## config.mk

```make
export PLATFORM = sky130hd
export DESIGN_NAME = cfg_csr_target_flat
export DESIGN_NICKNAME = d
export VERILOG_FILES = /design/src/rtl/cfg_csr_target_if.sv /design/src/rtl/cfg_csr_target.sv /design/src/flat_wrapper.sv
export SDC_FILE = /design/constraint.sdc
export NUM_CORES = 1
export LEC_CHECK = 0
export BUFFER_PORTS_ARGS = -buffer_cell sky130_fd_sc_hd__buf_4
export CORE_AREA = 10 10 155 157
export DETAILED_ROUTE_END_ITERATION = 10
export DIE_AREA = 0 0 165 167
export HOLD_SLACK_MARGIN = 0.12
export PLACE_DENSITY_LB_ADDON = 0.05
export SLEW_MARGIN = 20
export SYNTH_ARGS = -nofsm -noshare
export SYNTH_HDL_FRONTEND = slang
export SYNTH_SLANG_ARGS = --single-unit
```

## constraint.sdc

```tcl
create_clock -name clk -period 2.7 [get_ports clk]
set_clock_uncertainty 0.2 [all_clocks]
set_input_delay 0.54 -clock clk [delete_from_list [all_inputs] [get_ports clk]]
set_output_delay 0.54 -clock clk [all_outputs]
set_load 0.03 [all_outputs]
```

## src/rtl/cfg_csr_target_if.sv

```systemverilog
// Cfg-bus request/response bundle between the OCL slave decoder (master)
// and a register target (slave). Requests are single-cycle wr/rd pulses;
// the target answers with a one-cycle ack and read data.
interface cfg_csr_target_if;
  logic [31:0] cfg_addr;
  logic [31:0] cfg_wdata;
  logic        cfg_wr;
  logic        cfg_rd;
  logic        cfg_ack;
  logic [31:0] cfg_rdata;

  modport master (
    output cfg_addr,
    output cfg_wdata,
    output cfg_wr,
    output cfg_rd,
    input  cfg_ack,
    input  cfg_rdata
  );

  modport slave (
    input  cfg_addr,
    input  cfg_wdata,
    input  cfg_wr,
    input  cfg_rd,
    output cfg_ack,
    output cfg_rdata
  );
endinterface

```

## src/rtl/cfg_csr_target.sv

```systemverilog
// cfg_csr_target: 256 B cfg-bus register slot with ID, CTRL, W1C STATUS,
// IRQ_EN, a 64-bit free-running counter with tear-free CNT_LO/CNT_HI
// readout, and an optional host-to-fabric doorbell FIFO.
// Build option: define CFG_CSR_DB_FIFO_EN to implement the doorbell FIFO
// (offsets 0x18/0x1C); without it those offsets behave as unmapped and
// db_valid/db_data are tied low.
// CNT_INIT is the counter value loaded by reset (0 in normal use).
module cfg_csr_target #(
  parameter logic [31:0] ID_VALUE = 32'hC5A0_0001,
  parameter int unsigned ACK_LAT  = 1,
  parameter int unsigned DB_DEPTH = 8,
  parameter logic [63:0] CNT_INIT = 64'h0
) (
  input  logic            clk,
  input  logic            sync_rst_n,
  cfg_csr_target_if.slave cfg,
  input  logic [7:0]      evt_in,
  output logic [15:0]     ctrl_out,
  output logic            irq_out,
  output logic            db_valid,
  output logic [31:0]     db_data,
  input  logic            db_ready
);

  localparam logic [5:0] OFF_ID      = 6'h00;
  localparam logic [5:0] OFF_CTRL    = 6'h01;
  localparam logic [5:0] OFF_STATUS  = 6'h02;
  localparam logic [5:0] OFF_IRQ_EN  = 6'h03;
  localparam logic [5:0] OFF_CNT_LO  = 6'h04;
  localparam logic [5:0] OFF_CNT_HI  = 6'h05;
  localparam logic [5:0] OFF_DB_PUSH = 6'h06;
  localparam logic [5:0] OFF_DB_STAT = 6'h07;

  localparam logic [2:0] ACK_LAT_M1  = 3'(ACK_LAT - 32'd1);
  localparam logic       ACK_DIRECT  = (ACK_LAT == 32'd1);

  // request decode
  logic        req_s;
  logic        wr_s;
  logic        rd_s;
  logic [5:0]  off_s;
  logic [31:0] rdata_mux_s;

  // ack pipeline
  logic        busy_r;
  logic [2:0]  ack_cnt_r;
  logic        ack_r;
  logic        pend_rd_r;
  logic [31:0] rd_hold_r;
  logic [31:0] rdata_r;

  // register file
  logic [15:0] ctrl_r;
  logic [7:0]  status_r;
  logic [7:0]  status_nxt_s;
  logic [7:0]  w1c_s;
  logic [7:0]  irq_en_r;
  logic [63:0] cnt_r;
  logic [31:0] shadow_r;
  logic        irq_r;
  logic        cnt_clr_s;

  // doorbell view used by the read mux
  logic        ovf_s;
  logic [7:0]  occ_s;

  // Word select plus accept qualification; a pulse while busy is dropped.
  always_comb begin
    off_s = cfg.cfg_addr[7:2];
    req_s = (cfg.cfg_wr | cfg.cfg_rd) & ~busy_r;
    wr_s  = req_s & cfg.cfg_wr;
    rd_s  = req_s & cfg.cfg_rd & ~cfg.cfg_wr;
  end

  // Read data from register values current in the request cycle.
  always_comb begin
    rdata_mux_s = 32'hDEAD_BEEF;
    case (off_s)
      OFF_ID:      rdata_mux_s = ID_VALUE;
      OFF_CTRL:    rdata_mux_s = {16'h0000, ctrl_r};
      OFF_STATUS:  rdata_mux_s = {24'h00_0000, status_r};
      OFF_IRQ_EN:  rdata_mux_s = {24'h00_0000, irq_en_r};
      OFF_CNT_LO:  rdata_mux_s = cnt_r[31:0];
      OFF_CNT_HI:  rdata_mux_s = shadow_r;
`ifdef CFG_CSR_DB_FIFO_EN
      OFF_DB_PUSH: rdata_mux_s = 32'h0000_0000;
      OFF_DB_STAT: rdata_mux_s = {23'h00_0000, ovf_s, occ_s};
`endif
      default:     rdata_mux_s = 32'hDEAD_BEEF;
    endcase
  end

  // Ack timing: direct ack for latency 1, otherwise count down while busy.
  always_ff @(posedge clk or negedge sync_rst_n) begin
    if (!sync_rst_n) begin
      busy_r    <= 1'b0;
      ack_cnt_r <= 3'd0;
      ack_r     <= 1'b0;
      pend_rd_r <= 1'b0;
      rd_hold_r <= 32'h0000_0000;
      rdata_r   <= 32'h0000_0000;
    end else if (req_s) begin
      busy_r    <= ~ACK_DIRECT;
      ack_cnt_r <= ACK_LAT_M1;
      ack_r     <= ACK_DIRECT;
      pend_rd_r <= rd_s;
      rd_hold_r <= rdata_mux_s;
      if (ACK_DIRECT && rd_s) begin
        rdata_r <= rdata_mux_s;
      end
    end else if (busy_r) begin
      ack_cnt_r <= ack_cnt_r - 3'd1;
      if (ack_cnt_r == 3'd1) begin
        ack_r  <= 1'b1;
        busy_r <= 1'b0;
        if (pend_rd_r) begin
          rdata_r <= rd_hold_r;
        end
      end else begin
        ack_r <= 1'b0;
      end
    end else begin
      ack_r <= 1'b0;
    end
  end

  // STATUS next value: W1C clear first, then event set so set wins.
  always_comb begin
    w1c_s        = 8'h00;
    cnt_clr_s    = 1'b0;
    if (wr_s && (off_s == OFF_STATUS)) begin
      w1c_s = cfg.cfg_wdata[7:0];
    end else begin
      w1c_s = 8'h00;
    end
    if (wr_s && (off_s == OFF_CTRL)) begin
      cnt_clr_s = cfg.cfg_wdata[31];
    end else begin
      cnt_clr_s = 1'b0;
    end
    status_nxt_s = (status_r & ~w1c_s) | evt_in;
  end

  // Control/status/enable registers, counter, shadow and registered irq.
  always_ff @(posedge clk or negedge sync_rst_n) begin
    if (!sync_rst_n) begin
      ctrl_r   <= 16'h0000;
      status_r <= 8'h00;
      irq_en_r <= 8'h00;
      cnt_r    <= CNT_INIT;
      shadow_r <= 32'h0000_0000;
      irq_r    <= 1'b0;
    end else begin
      if (wr_s && (off_s == OFF_CTRL)) begin
        ctrl_r <= cfg.cfg_wdata[15:0];
      end
      if (wr_s && (off_s == OFF_IRQ_EN)) begin
        irq_en_r <= cfg.cfg_wdata[7:0];
      end
      // CNT_LO read freezes the high word so CNT_HI pairs with it.
      if (rd_s && (off_s == OFF_CNT_LO)) begin
        shadow_r <= cnt_r[63:32];
      end
      status_r <= status_nxt_s;
      cnt_r    <= cnt_clr_s ? 64'h0 : (cnt_r + 64'd1);
      irq_r    <= |(status_r & irq_en_r);
    end
  end

`ifdef CFG_CSR_DB_FIFO_EN
  localparam int unsigned DB_AW = $clog2(DB_DEPTH);
  localparam logic [DB_AW:0] DB_FULL_CNT = (DB_AW + 1)'(DB_DEPTH);

  logic [31:0]    db_mem_r [DB_DEPTH];
  logic [DB_AW:0] wptr_r;
  logic [DB_AW:0] rptr_r;
  logic [DB_AW:0] db_cnt_s;
  logic           db_ne_s;
  logic           db_full_s;
  logic           db_pop_s;
  logic           db_push_req_s;
  logic           db_push_s;
  logic           db_ovf_set_s;
  logic           db_ovf_clr_s;
  logic           ovf_r;
  logic           unused_s;

  // Occupancy from the wrap-bit pointers; full push is allowed with a pop.
  always_comb begin
    db_cnt_s      = wptr_r - rptr_r;
    db_ne_s       = (wptr_r != rptr_r);
    db_full_s     = (db_cnt_s == DB_FULL_CNT);
    db_pop_s      = db_ne_s & db_ready;
    db_push_req_s = wr_s & (off_s == OFF_DB_PUSH);
    db_push_s     = db_push_req_s & (~db_full_s | db_pop_s);
    db_ovf_set_s  = db_push_req_s & db_full_s & ~db_pop_s;
    db_ovf_clr_s  = wr_s & (off_s == OFF_DB_STAT) & cfg.cfg_wdata[8];
    occ_s         = 8'(db_cnt_s);
    ovf_s         = ovf_r;
  end

  // Pointer and sticky overflow state; reset empties the FIFO.
  always_ff @(posedge clk or negedge sync_rst_n) begin
    if (!sync_rst_n) begin
      wptr_r <= '0;
      rptr_r <= '0;
      ovf_r  <= 1'b0;
    end else begin
      if (db_push_s) begin
        wptr_r <= wptr_r + 1'b1;
      end
      if (db_pop_s) begin
        rptr_r <= rptr_r + 1'b1;
      end
      if (db_ovf_set_s) begin
        ovf_r <= 1'b1;
      end else if (db_ovf_clr_s) begin
        ovf_r <= 1'b0;
      end
    end
  end

  // Doorbell storage; contents are only visible while db_valid is high.
  always_ff @(posedge clk) begin
    if (db_push_s) begin
      db_mem_r[wptr_r[DB_AW-1:0]] <= cfg.cfg_wdata;
    end
  end

  assign db_valid = db_ne_s;
  assign db_data  = db_ne_s ? db_mem_r[rptr_r[DB_AW-1:0]] : 32'h0000_0000;
  assign unused_s = ^{cfg.cfg_addr[31:8], cfg.cfg_addr[1:0]};
`else
  logic unused_s;

  assign ovf_s    = 1'b0;
  assign occ_s    = 8'h00;
  assign db_valid = 1'b0;
  assign db_data  = 32'h0000_0000;
  assign unused_s = ^{cfg.cfg_addr[31:8], cfg.cfg_addr[1:0],
                      cfg.cfg_wdata[30:16], db_ready, DB_DEPTH[0], ovf_s, occ_s};
`endif

  assign cfg.cfg_ack   = ack_r;
  assign cfg.cfg_rdata = rdata_r;
  assign ctrl_out      = ctrl_r;
  assign irq_out       = irq_r;

endmodule

```

## src/flat_wrapper.sv

```systemverilog
// flat-port wrapper written by rule: the top's interface ports become plain ports
module cfg_csr_target_flat 
#(
  parameter logic [31:0] ID_VALUE = 32'hC5A0_0001,
  parameter int unsigned ACK_LAT  = 1,
  parameter int unsigned DB_DEPTH = 8,
  parameter logic [63:0] CNT_INIT = 64'h0
)
  (clk, sync_rst_n, evt_in, ctrl_out, irq_out, db_valid, db_data, db_ready, cfg_cfg_addr, cfg_cfg_wdata, cfg_cfg_wr, cfg_cfg_rd, cfg_cfg_ack, cfg_cfg_rdata);
  cfg_csr_target_if cfg_i ();
  input  logic clk;
  input  logic sync_rst_n;
  input  logic [7:0] evt_in;
  output logic [15:0] ctrl_out;
  output logic irq_out;
  output logic db_valid;
  output logic [31:0] db_data;
  input  logic db_ready;
  input wire logic [$bits(cfg_i.cfg_addr)-1:0] cfg_cfg_addr;
  input wire logic [$bits(cfg_i.cfg_wdata)-1:0] cfg_cfg_wdata;
  input wire logic [$bits(cfg_i.cfg_wr)-1:0] cfg_cfg_wr;
  input wire logic [$bits(cfg_i.cfg_rd)-1:0] cfg_cfg_rd;
  output wire logic [$bits(cfg_i.cfg_ack)-1:0] cfg_cfg_ack;
  output wire logic [$bits(cfg_i.cfg_rdata)-1:0] cfg_cfg_rdata;
  assign cfg_i.cfg_addr = cfg_cfg_addr;
  assign cfg_i.cfg_wdata = cfg_cfg_wdata;
  assign cfg_i.cfg_wr = cfg_cfg_wr;
  assign cfg_i.cfg_rd = cfg_cfg_rd;
  assign cfg_cfg_ack = cfg_i.cfg_ack;
  assign cfg_cfg_rdata = cfg_i.cfg_rdata;
  cfg_csr_target #(.ID_VALUE(ID_VALUE), .ACK_LAT(ACK_LAT), .DB_DEPTH(DB_DEPTH), .CNT_INIT(CNT_INIT)) u_core (.clk(clk), .sync_rst_n(sync_rst_n), .cfg(cfg_i), .evt_in(evt_in), .ctrl_out(ctrl_out), .irq_out(irq_out), .db_valid(db_valid), .db_data(db_data), .db_ready(db_ready));
endmodule
```

# Word-level counts from Yosys, hierarchy flattened
# Cells that the tools add are included.
dict set report op_classes {
  n_addsub 2
  mul 0
  n_div 0
  magnitude_cmp 0
  n_eq_ne 7
  shift 0
  muxes 17
  bitwise_logic 11
  n_reduce_logical 10
}
# cell n
set op_table {}
lappend op_table {{one-hot mux 32 bit (6 select lines)} 1}
lappend op_table {{2-to-1 mux 32 bit} 5}
lappend op_table {{adder 64 x 1 -> 64 bit (second input constant)} 1}
lappend op_table {{2-to-1 mux 64 bit} 1}
lappend op_table {{AND 8 bit} 2}
lappend op_table {{== test 6 x 2 -> 1 bit (second input constant)} 2}
lappend op_table {{== test 6 x 3 -> 1 bit (second input constant)} 2}
lappend op_table {{2-to-1 mux 8 bit} 1}
lappend op_table {{NOT 8 bit} 1}
lappend op_table {{OR 8 bit} 1}
lappend op_table {{OR reduction 8 bit} 1}
lappend op_table {{2-to-1 mux 1 bit} 7}
lappend op_table {{== test 6 x 1 -> 1 bit (second input constant)} 1}
lappend op_table {{zero test 6 bit} 1}
lappend op_table {{2-to-1 mux 3 bit} 2}
lappend op_table {{nonzero test 2 bit} 3}
lappend op_table {{AND 1 bit} 4}
lappend op_table {{logical AND 1 bit} 4}
lappend op_table {{AND reduction 4 bit} 1}
lappend op_table {{== test 3 x 1 -> 1 bit (second input constant)} 1}
lappend op_table {{subtractor 3 x 1 -> 3 bit (second input constant)} 1}
lappend op_table {{inequality test 2 bit (second input constant)} 1}
lappend op_table {{NOT 1 bit} 2}
lappend op_table {{OR 1 bit} 1}
dict set report word_totals {
  regBits 199
  latch_bits 0
  ramBits 0
  mem_bits_ro 0
  inputBits 77
  out_inout_bits 83
  wordCells 59
  mem_count 0
}

# Depth between registers and ports, before layout
# Gate-level depths: netlist (run 1).
dict set report depth {
  depth_word 8
  ltp_mapped 8
  mapped_depth_nobuf 6
}

# Least setup slack after synthesis (run 1)
# No wires, ideal clock.
dict set report synth_timing {
  path_kind {input port to flip-flop}
  from {input port cfg_cfg_addr[7]}
  to {register u_core.rdata_r[0], in the netlist u_core.cfg.cfg_rdata[0]}
  setup_ns 0.125
  arrival_time_ns 2.292
  required_time_ns 2.375
  setup_slack_ns 0.083
  stages 7
  n_path_buf 2
  path_cell_list {or3_1 -> buf_6 -> a21o_4 -> or3_1 -> buf_2 -> o32a_1 -> mux2_4}
}
dict set report synth_via {
  elab_chain_len 4
  elab_cells_between_ends 9
}
# element line
set synth_lines {}
lappend synth_lines {{start: declaration} flat_wrapper.sv:19} ;# input wire logic [$bits(cfg_i.cfg_addr)-1:0] cfg_cfg_addr;
lappend synth_lines {{== test 6 x 3 -> 1 bit (tied with other cells)} cfg_csr_target.sv:78} ;# case (off_s)
lappend synth_lines {{one-hot mux 32 bit (6 select lines) *} cfg_csr_target.sv:78}
lappend synth_lines {{2-to-1 mux 32 bit *} cfg_csr_target.sv:108} ;# if (ACK_DIRECT && rd_s) begin
lappend synth_lines {{2-to-1 mux 32 bit *} cfg_csr_target.sv:102} ;# end else if (req_s) begin
lappend synth_lines {{end signal: assignment} cfg_csr_target.sv:109} ;# rdata_r <= rdata_mux_s;
lappend synth_lines {{end signal: assignment} cfg_csr_target.sv:117} ;# rdata_r <= rd_hold_r;
lappend synth_lines {{end: declaration} cfg_csr_target.sv:50} ;# logic [31:0] rdata_r;
# Mark *: on every way between the ends. The rest lies on a longest branch, timed or not. The select of a mux whose other input is x is not followed.
# A chain may end at the register's enable or synchronous reset.

# Worst setup path after layout (run 1)
dict set report layout_timing {
  from {register u_core.cnt_r[1]}
  to {register u_core.cnt_r[60]}
}
dict set report layout_via {
  elab_chain_len 2
}
# element line
set layout_lines {}
lappend layout_lines {{start: declaration} cfg_csr_target.sv:58} ;# logic [63:0] cnt_r;
lappend layout_lines {{start signal: assignment} cfg_csr_target.sv:165} ;# cnt_r <= cnt_clr_s ? 64'h0 : (cnt_r + 64'd1);
lappend layout_lines {{adder 64 x 1 -> 64 bit} cfg_csr_target.sv:165}
lappend layout_lines {{2-to-1 mux 64 bit} cfg_csr_target.sv:165}
# No other way between the ends.

==> results.py, run 1 <==
metrics = {
    "die": {
        "die-area_sq_mm": 0.0276,
        "core_sq_mm": 0.0208,
        "ios": 160,
        "initial_core_util_pct": 44.6,
        "die_w_um": 165,
        "placementRows": 53,
        "fp.dieH_um": 167,
    },
    "worst_setup_path": {
        "cp.required_ns": 2.86,
        "cp_max_fo": 21,
        "critPathLaunchType": "flip-flop",
        "rrSetupSlack_ns": 0.25,
        "arrival_ns": 2.61,
        "endpoint_kind": "flip-flop",
        "rr_startpoint": "u_core.cnt_r[1]",
        "criticalPathCategory": "reg2reg",
        "r2r-end": "u_core.cnt_r[60]",
        "reg2reg_depth": 7,
    },
    "routing": {
        "wl_um": 23500,
        "drt.antenna.violating_nets": 0,
        "drtPass1Iterations": 4,
        "drtIter0Drc": 406,
        "drc": 0,
        "wl_per_cell_um": 19.1,
        "viasPerCell": 5.51,
        "routed-via-count": 6797,
    },
    "placement": {
        "placed_cells": 1186,
        "gp_congestion": 0.776,
        "dpl_cell_area_sq_mm": 0.0103,
        "place.port_buffers": 84,
        "dp_worst_setup_slack_ns": 0.0196,
        "post-dp-hpwl_um": 17200,
    },
    "finish": {
        "final_layout_size_suffix_gt1_share_pct": 27.3,
        "final_cell_area_sq_mm": 0.0111,
        "fin_cells": 1233,
        "n_antenna_cell": 0,
        "mostFrequentLayoutCells": "dfrtp_1 (199), buf_4 (112), mux2_2 (101), nor2_1 (66), nand2_1 (51)",
        "nets": 1025,
        "fillers": 1874,
        "syn_to_final_growth_pct": 19.3,
        "final_common_cell": "dfrtp_1",
    },
    "hold_path": {
        "hp-class": "in2reg",
        "worstHoldPathCells": 2,
        "hp-start": "cfg_cfg_wdata[11]",
        "holdPathEnd": "u_core.ctrl_out[11]",
    },
    "cts": {
        "cts_tree": "done",
        "clkLatencyLatePin_ns": 0.44,
        "cts.clk_slew.worst_paths_ns": 0.08,
        "h-tree-depth": 4,
        "cts-root-buf": "clkbuf_16",
        "cts.sinks": 199,
        "cts_buffers": 17,
        "cts_buffer_depth": 2,
        "post-cts-setup-buffers": 0,
    },
    "global_route": {
        "grt_max_degree": 59,
        "gr-total-overflow": 0,
        "antenna_found_initial": 0,
        "grt_pass1_vias": 6866,
        "grt_pass1_wl_um": 37900,
        "grt_usage_pct": 17.2,
    },
    "yosys": {
        "synth_area_per_cell_sq_um": 11.1,
        "synth_flop_cell": "dfrtp_1",
        "synthCells": 835,
        "netlist_area_sq_mm": 0.00929,
        "synth-edff-count": 0,
        "ys_async_sr_fraction_pct": 100,
        "synth_cell_types": 49,
        "yosys_register_bits": 199,
        "ys_seq_area_share_pct": 53.6,
        "synth_warnings": 0,
    },
    "sta": {
        "holdWs_ns": 0.137,
        "grt_setup_unrepaired": "false",
        "final-setup-viol-count": 0,
        "tightest_slew_ns": 0.523,
        "slew-limit-headroom_pct": 64.7,
        "fmax_mhz": 408,
        "fin_crit_sh_pct": 90.8,
        "maxSlewViolCount": 0,
        "fin_crit_ns": 2.45,
        "finalSetupTns_ns": 0,
        "finalHoldViolations": 0,
        "layout_setup_ws_ns": 0.249,
    },
    "pwr": {
        "p_per_area_mw_per_mm2": 699,
        "ir_drop_mv": 0.411,
        "leakagePower_nw": 4.68,
    },
    "outcome": {
        "status": "complete, no violations",
    },
    "job": {
        "max_cap_viol_count": 0,
    },
}
==> flip-flops by register name, summed over array words and instances, names as in the netlist, 3 cells and up <==
register	flops
u_core.ctrl_out	16
u_core.shadow_r	32
u_core.cfg.cfg_rdata	32
u_core.status_r	8
u_core.rd_hold_r	32
u_core.cnt_r	64
u_core.irq_en_r	8
u_core.ack_cnt_r	3
==> routing by layer <==
metal  global-route usage (%)  part of all wire, %  wire length (um)
met1                     22.6                   44             10300
met5                        0                    0                 0
met4                     4.55                  1.3               317
met3                     3.53                  4.5              1070
met2                     28.0                   50             11800
==> cells by family after synthesis <==
logic type | count (synthesis) | synth area share [%]
XOR/XNOR | 32 | 3.02
flip-flops | 199 | 53.6
multiplexers | 115 | 13.8
adder cells (fa/ha/maj) | 3 | 0.404
other | 1 | 0.0404
AND/OR/NAND/NOR | 250 | 14.2
AO/OA/AOI/OAI | 148 | 9.89
buffers and inverters | 87 | 5.09
==> Yosys cell counts (2+ instances only) <==
| library cell | number | area share, % |
|---|---|---|
| or3_1 | 21 | 1.4 |
| nor2b_1 | 2 | 0.13 |
| and4_1 | 7 | 0.66 |
| ha_1 | 3 | 0.40 |
| o31ai_1 | 14 | 1.1 |
| clkbuf_1 | 22 | 0.89 |
| nand4_1 | 32 | 2.2 |
| dfrtp_1 | 199 | 54 |
| o21ai_1 | 2 | 0.11 |
| mux2i_1 | 13 | 1.4 |
| o21ai_0 | 35 | 1.9 |
| o22a_1 | 5 | 0.47 |
| xnor2_1 | 15 | 1.4 |
| nor4b_1 | 2 | 0.19 |
| inv_1 | 12 | 0.48 |
| and3_1 | 9 | 0.61 |
| nand2_1 | 51 | 2.1 |
| nor3_1 | 7 | 0.38 |
| a21oi_1 | 45 | 2.4 |
| xor2_1 | 17 | 1.6 |
| o41ai_1 | 3 | 0.28 |
| nor4_1 | 3 | 0.20 |
| mux2_2 | 101 | 12 |
| a22oi_1 | 24 | 1.9 |
| or4_1 | 11 | 0.89 |
| a31oi_1 | 7 | 0.47 |
| buf_1 | 7 | 0.28 |
| and2_1 | 4 | 0.27 |
| nand3_1 | 24 | 1.3 |
| nand2b_1 | 2 | 0.13 |
| buf_4 | 33 | 2.7 |
| buf_2 | 12 | 0.65 |
| a21o_1 | 9 | 0.73 |
| nor3_2 | 2 | 0.22 |
| nor2_1 | 66 | 2.7 |
==> worst max-delay path, stage by stage, from the launching register on <==
cell,delay [ns]
dfrtp_1,0.39
ha_1,0.24
nand2_1,0.19
nor3_4,0.31
nand4_1,0.13
buf_4,0.23
or4_1,0.52
a21oi_1,0.16
==> area by class of cell <==
cell class / instances / area, sq um / area share [%]
flip-flops and latches: 199 / 4980 / 44.9
multi-input cells: 581 / 3990 / 36.0
clock buffers: 17 / 425 / 3.84
repair buffers: 134 / 1120 / 10.2
inverters: 12 / 45.0 / 0.407
well taps: 275 / 344 / 3.11
clock inverters: 15 / 173 / 1.56
==> power by group <==
group	leakage [nW]	total, W	switching (W)	internal, W
registers	2.38	0.00391	0.000497	0.00342
logic	2.01	0.00129	0.000718	0.000572
clock network	0.290	0.00254	0.00128	0.00126
total	4.68	0.00774	0.00250	0.00524
==> metrics by stage <==
stage	power, W	util [%]
6_report	0.00774	53.2
3_3_place_gp	0.00519	49.6
5_1_grt	0.00813	53.2
2_1_floorplan	0.00469	-
4_1_cts	0.00783	53.2
3_5_place_dp	0.00525	49.6
==> repair_timing <==
action,CTS,global route
setup endpoints to repair,0,1
resized for setup,0,1
hold buffers,15,0
hold endpoints to repair,69,0
==> worst max-delay path by stage <==
stage	startpoint	to	slack (ns)	depth (start not counted)
floorplan	cfg_cfg_addr[7]	u_core.cfg.cfg_rdata[0]	0.08	7
global placement	cfg_cfg_addr[7]	u_core.irq_en_r[1]	0.07	7
detailed placement	cfg_cfg_addr[7]	u_core.irq_en_r[6]	0.02	7
CTS	u_core.cnt_r[1]	u_core.cnt_r[60]	0.15	7
global route	u_core.cnt_r[25]	u_core.cnt_r[60]	0.07	6
finish	u_core.cnt_r[1]	u_core.cnt_r[60]	0.25	7
No activity file was read; power rests on OpenSTA's default activity.
==> run 2, diff against run 1 <==
--- a/config.mk
+++ b/config.mk
@@ -5,7 +5,7 @@
 export SDC_FILE = /design/constraint.sdc
 export NUM_CORES = 1
 export LEC_CHECK = 0
-export BUFFER_PORTS_ARGS = -buffer_cell sky130_fd_sc_hd__buf_4
+export BUFFER_PORTS_ARGS = -buffer_cell sky130_fd_sc_hd__buf_2
 export CORE_AREA = 10 10 155 157
 export DETAILED_ROUTE_END_ITERATION = 10
 export DIE_AREA = 0 0 165 167
==> run 2 against run 1 <==
Setup slack improved by 0.059 ns; design area is 2.5% lower; flip-flop and latch count is the same; via count is 1.2% lower; sequential share of layout area increased by 1.1 points; non-clock buffer count decreased by 2; critical endpoint unchanged; highest routed layer unchanged.
==> results.py, run 2 (synthesized netlist as in run 1, its figures left out) <==
metrics = {
    "die": {
        "ios": 160,
        "fp.dieH_um": 167,
        "initial_core_util_pct": 44.6,
        "die-area_sq_mm": 0.0276,
        "core_sq_mm": 0.0208,
        "placementRows": 53,
        "die_w_um": 165,
    },
    "routing": {
        "routed-via-count": 6718,
        "drc": 0,
        "drt.antenna.violating_nets": 0,
        "wl_um": 22800,
        "viasPerCell": 5.46,
        "wl_per_cell_um": 18.6,
        "drtPass1Iterations": 5,
        "drtIter0Drc": 376,
    },
    "global_route": {
        "grt_usage_pct": 16.9,
        "antenna_found_initial": 0,
        "grt_max_degree": 69,
        "gr-total-overflow": 0,
        "grt_pass1_wl_um": 37400,
        "grt_pass1_vias": 6930,
    },
    "cts": {
        "clkLatencyLatePin_ns": 0.44,
        "cts_buffer_depth": 2,
        "cts.clk_slew.worst_paths_ns": 0.08,
        "h-tree-depth": 4,
        "cts_buffers": 17,
        "cts_tree": "done",
        "cts_resized": 0,
        "cts.sinks": 199,
        "cts-root-buf": "clkbuf_16",
    },
    "sta": {
        "slew-limit-headroom_pct": 61.0,
        "tightest_slew_ns": 0.585,
        "grt_setup_unrepaired": "false",
        "maxSlewViolCount": 0,
        "finalSetupTns_ns": 0,
        "fin_crit_ns": 2.39,
        "fmax_mhz": 418,
        "finalHoldViolations": 0,
        "final-setup-viol-count": 0,
        "fin_crit_sh_pct": 88.6,
    },
    "worst_setup_path": {
        "worst-path-buf-inv": 2,
        "cp_top_family": "simple AND/OR/NAND/NOR gates",
        "cpPeakStageDelay_ns": 0.52,
        "critPathLaunchType": "flip-flop",
        "cp_slowest_cell": "or4_1",
        "criticalPathCategory": "reg2reg",
        "cp_max_fo": 21,
        "endpoint_kind": "flip-flop",
        "arrival_ns": 2.56,
        "crit_chain": "nand4_1, nor4_1, buf_4, nand4_1, buf_4, or4_1, a21oi_1",
        "cp.required_ns": 2.86,
    },
    "pwr": {
        "leakagePower_nw": 4.58,
        "p_per_area_mw_per_mm2": 704,
        "ir_drop_mv": 0.407,
    },
    "finish": {
        "final_layout_size_suffix_gt1_share_pct": 27.7,
        "regMostFlops": "u_core.cnt_r",
        "mostFrequentLayoutCells": "dfrtp_1 (199), mux2_2 (101), buf_2 (83), nor2_1 (66), nand2_1 (51)",
        "post-route-util_pct": 51.9,
        "n_antenna_cell": 0,
        "final_common_cell": "dfrtp_1",
        "syn_to_final_growth_pct": 16.3,
        "largest_register_ffs": 64,
        "nets": 1023,
        "fillers": 1886,
    },
    "placement": {
        "gp_congestion": 0.825,
        "place.port_buffers": 84,
        "post-dp-hpwl_um": 16700,
    },
    "outcome": {
        "status": "complete, no violations",
    },
    "job": {
        "max_cap_viol_count": 0,
    },
    "hold_path": {
        "hp-class": "in2reg",
    },
}
run 2: cell count changes in the layout (fill, tap and decap cells not counted):
cell	change
buf_12	-1
buf_2	+83
buf_4	-79
clkinv_2	+1
clkinv_4	+2
clkinv_8	-3
dlygate4sd3_1	-5
inv_6	-2
inv_8	+2
nor3_2	+1
nor3_4	-1
run 2: path summary, 6_finish.rpt:
path | startpoint | endpoint | slack [ns] | cells past startpoint
setup / recovery | u_core.cnt_r[25] | u_core.cnt_r[60] | 0.31 | 7
hold / removal | cfg_cfg_wdata[15] | u_core.ctrl_out[15] | 0.13 | 2
setup reg to reg | u_core.cnt_r[25] | u_core.cnt_r[60] | 0.31 | 7
hold reg to reg | u_core.rd_hold_r[29] | u_core.rd_hold_r[29] | 0.28 | 2
max in group asynchronous | sync_rst_n | u_core.cnt_r[4] | 1.04 | 3
min in group asynchronous | sync_rst_n | u_core.cnt_r[59] | 0.47 | 2
run 2: what timing repair did:
action | CTS | global route
buffers inserted | 0 | 0
hold endpoints to repair | 73 | 1
hold buffers | 9 | 1
run 2: final cells by class:
cell class / instances / area (sq um) / area share, %
Sequential cell: 199 / 4980 / 46.1
Multi-Input combinational cell: 581 / 3980 / 36.9
Timing Repair Buffer: 132 / 877 / 8.12
Clock buffer: 17 / 425 / 3.94
Tap cell: 275 / 344 / 3.18
Clock inverter: 15 / 151 / 1.40
Inverter: 12 / 45.0 / 0.417
run 2: report_power, final:
group          switching [W]  internal, W  total (W)
clock network        0.00125      0.00124    0.00249
registers           0.000484      0.00342    0.00390
logic               0.000705     0.000512    0.00122
run 2: stage by stage:
step | cells | hold slack, ns | setup WS [ns] | cell area [sq um] | power (W)
final | 1231 | 0.131 | 0.308 | 10800 | 0.00761
after global placement | 1189 | 0.267 | 0.0738 | 10100 | 0.00512
after floorplan | 867 | 0.0444 | 0.0829 | 9410 | 0.00469
after detailed placement | 1189 | 0.267 | -0.00226 | 10100 | 0.00518
after CTS | 1230 | 0.122 | 0.301 | 10800 | 0.00768
after global routing | 1231 | 0.121 | 0.108 | 10800 | 0.00802
run 2: metal layers:
layer / part of all wire [%] / track usage (%)
met1: 45 / 22.3
met2: 49 / 27.4
met3: 4.2 / 3.21
met4: 1.2 / 4.70
met5: 0 / 0
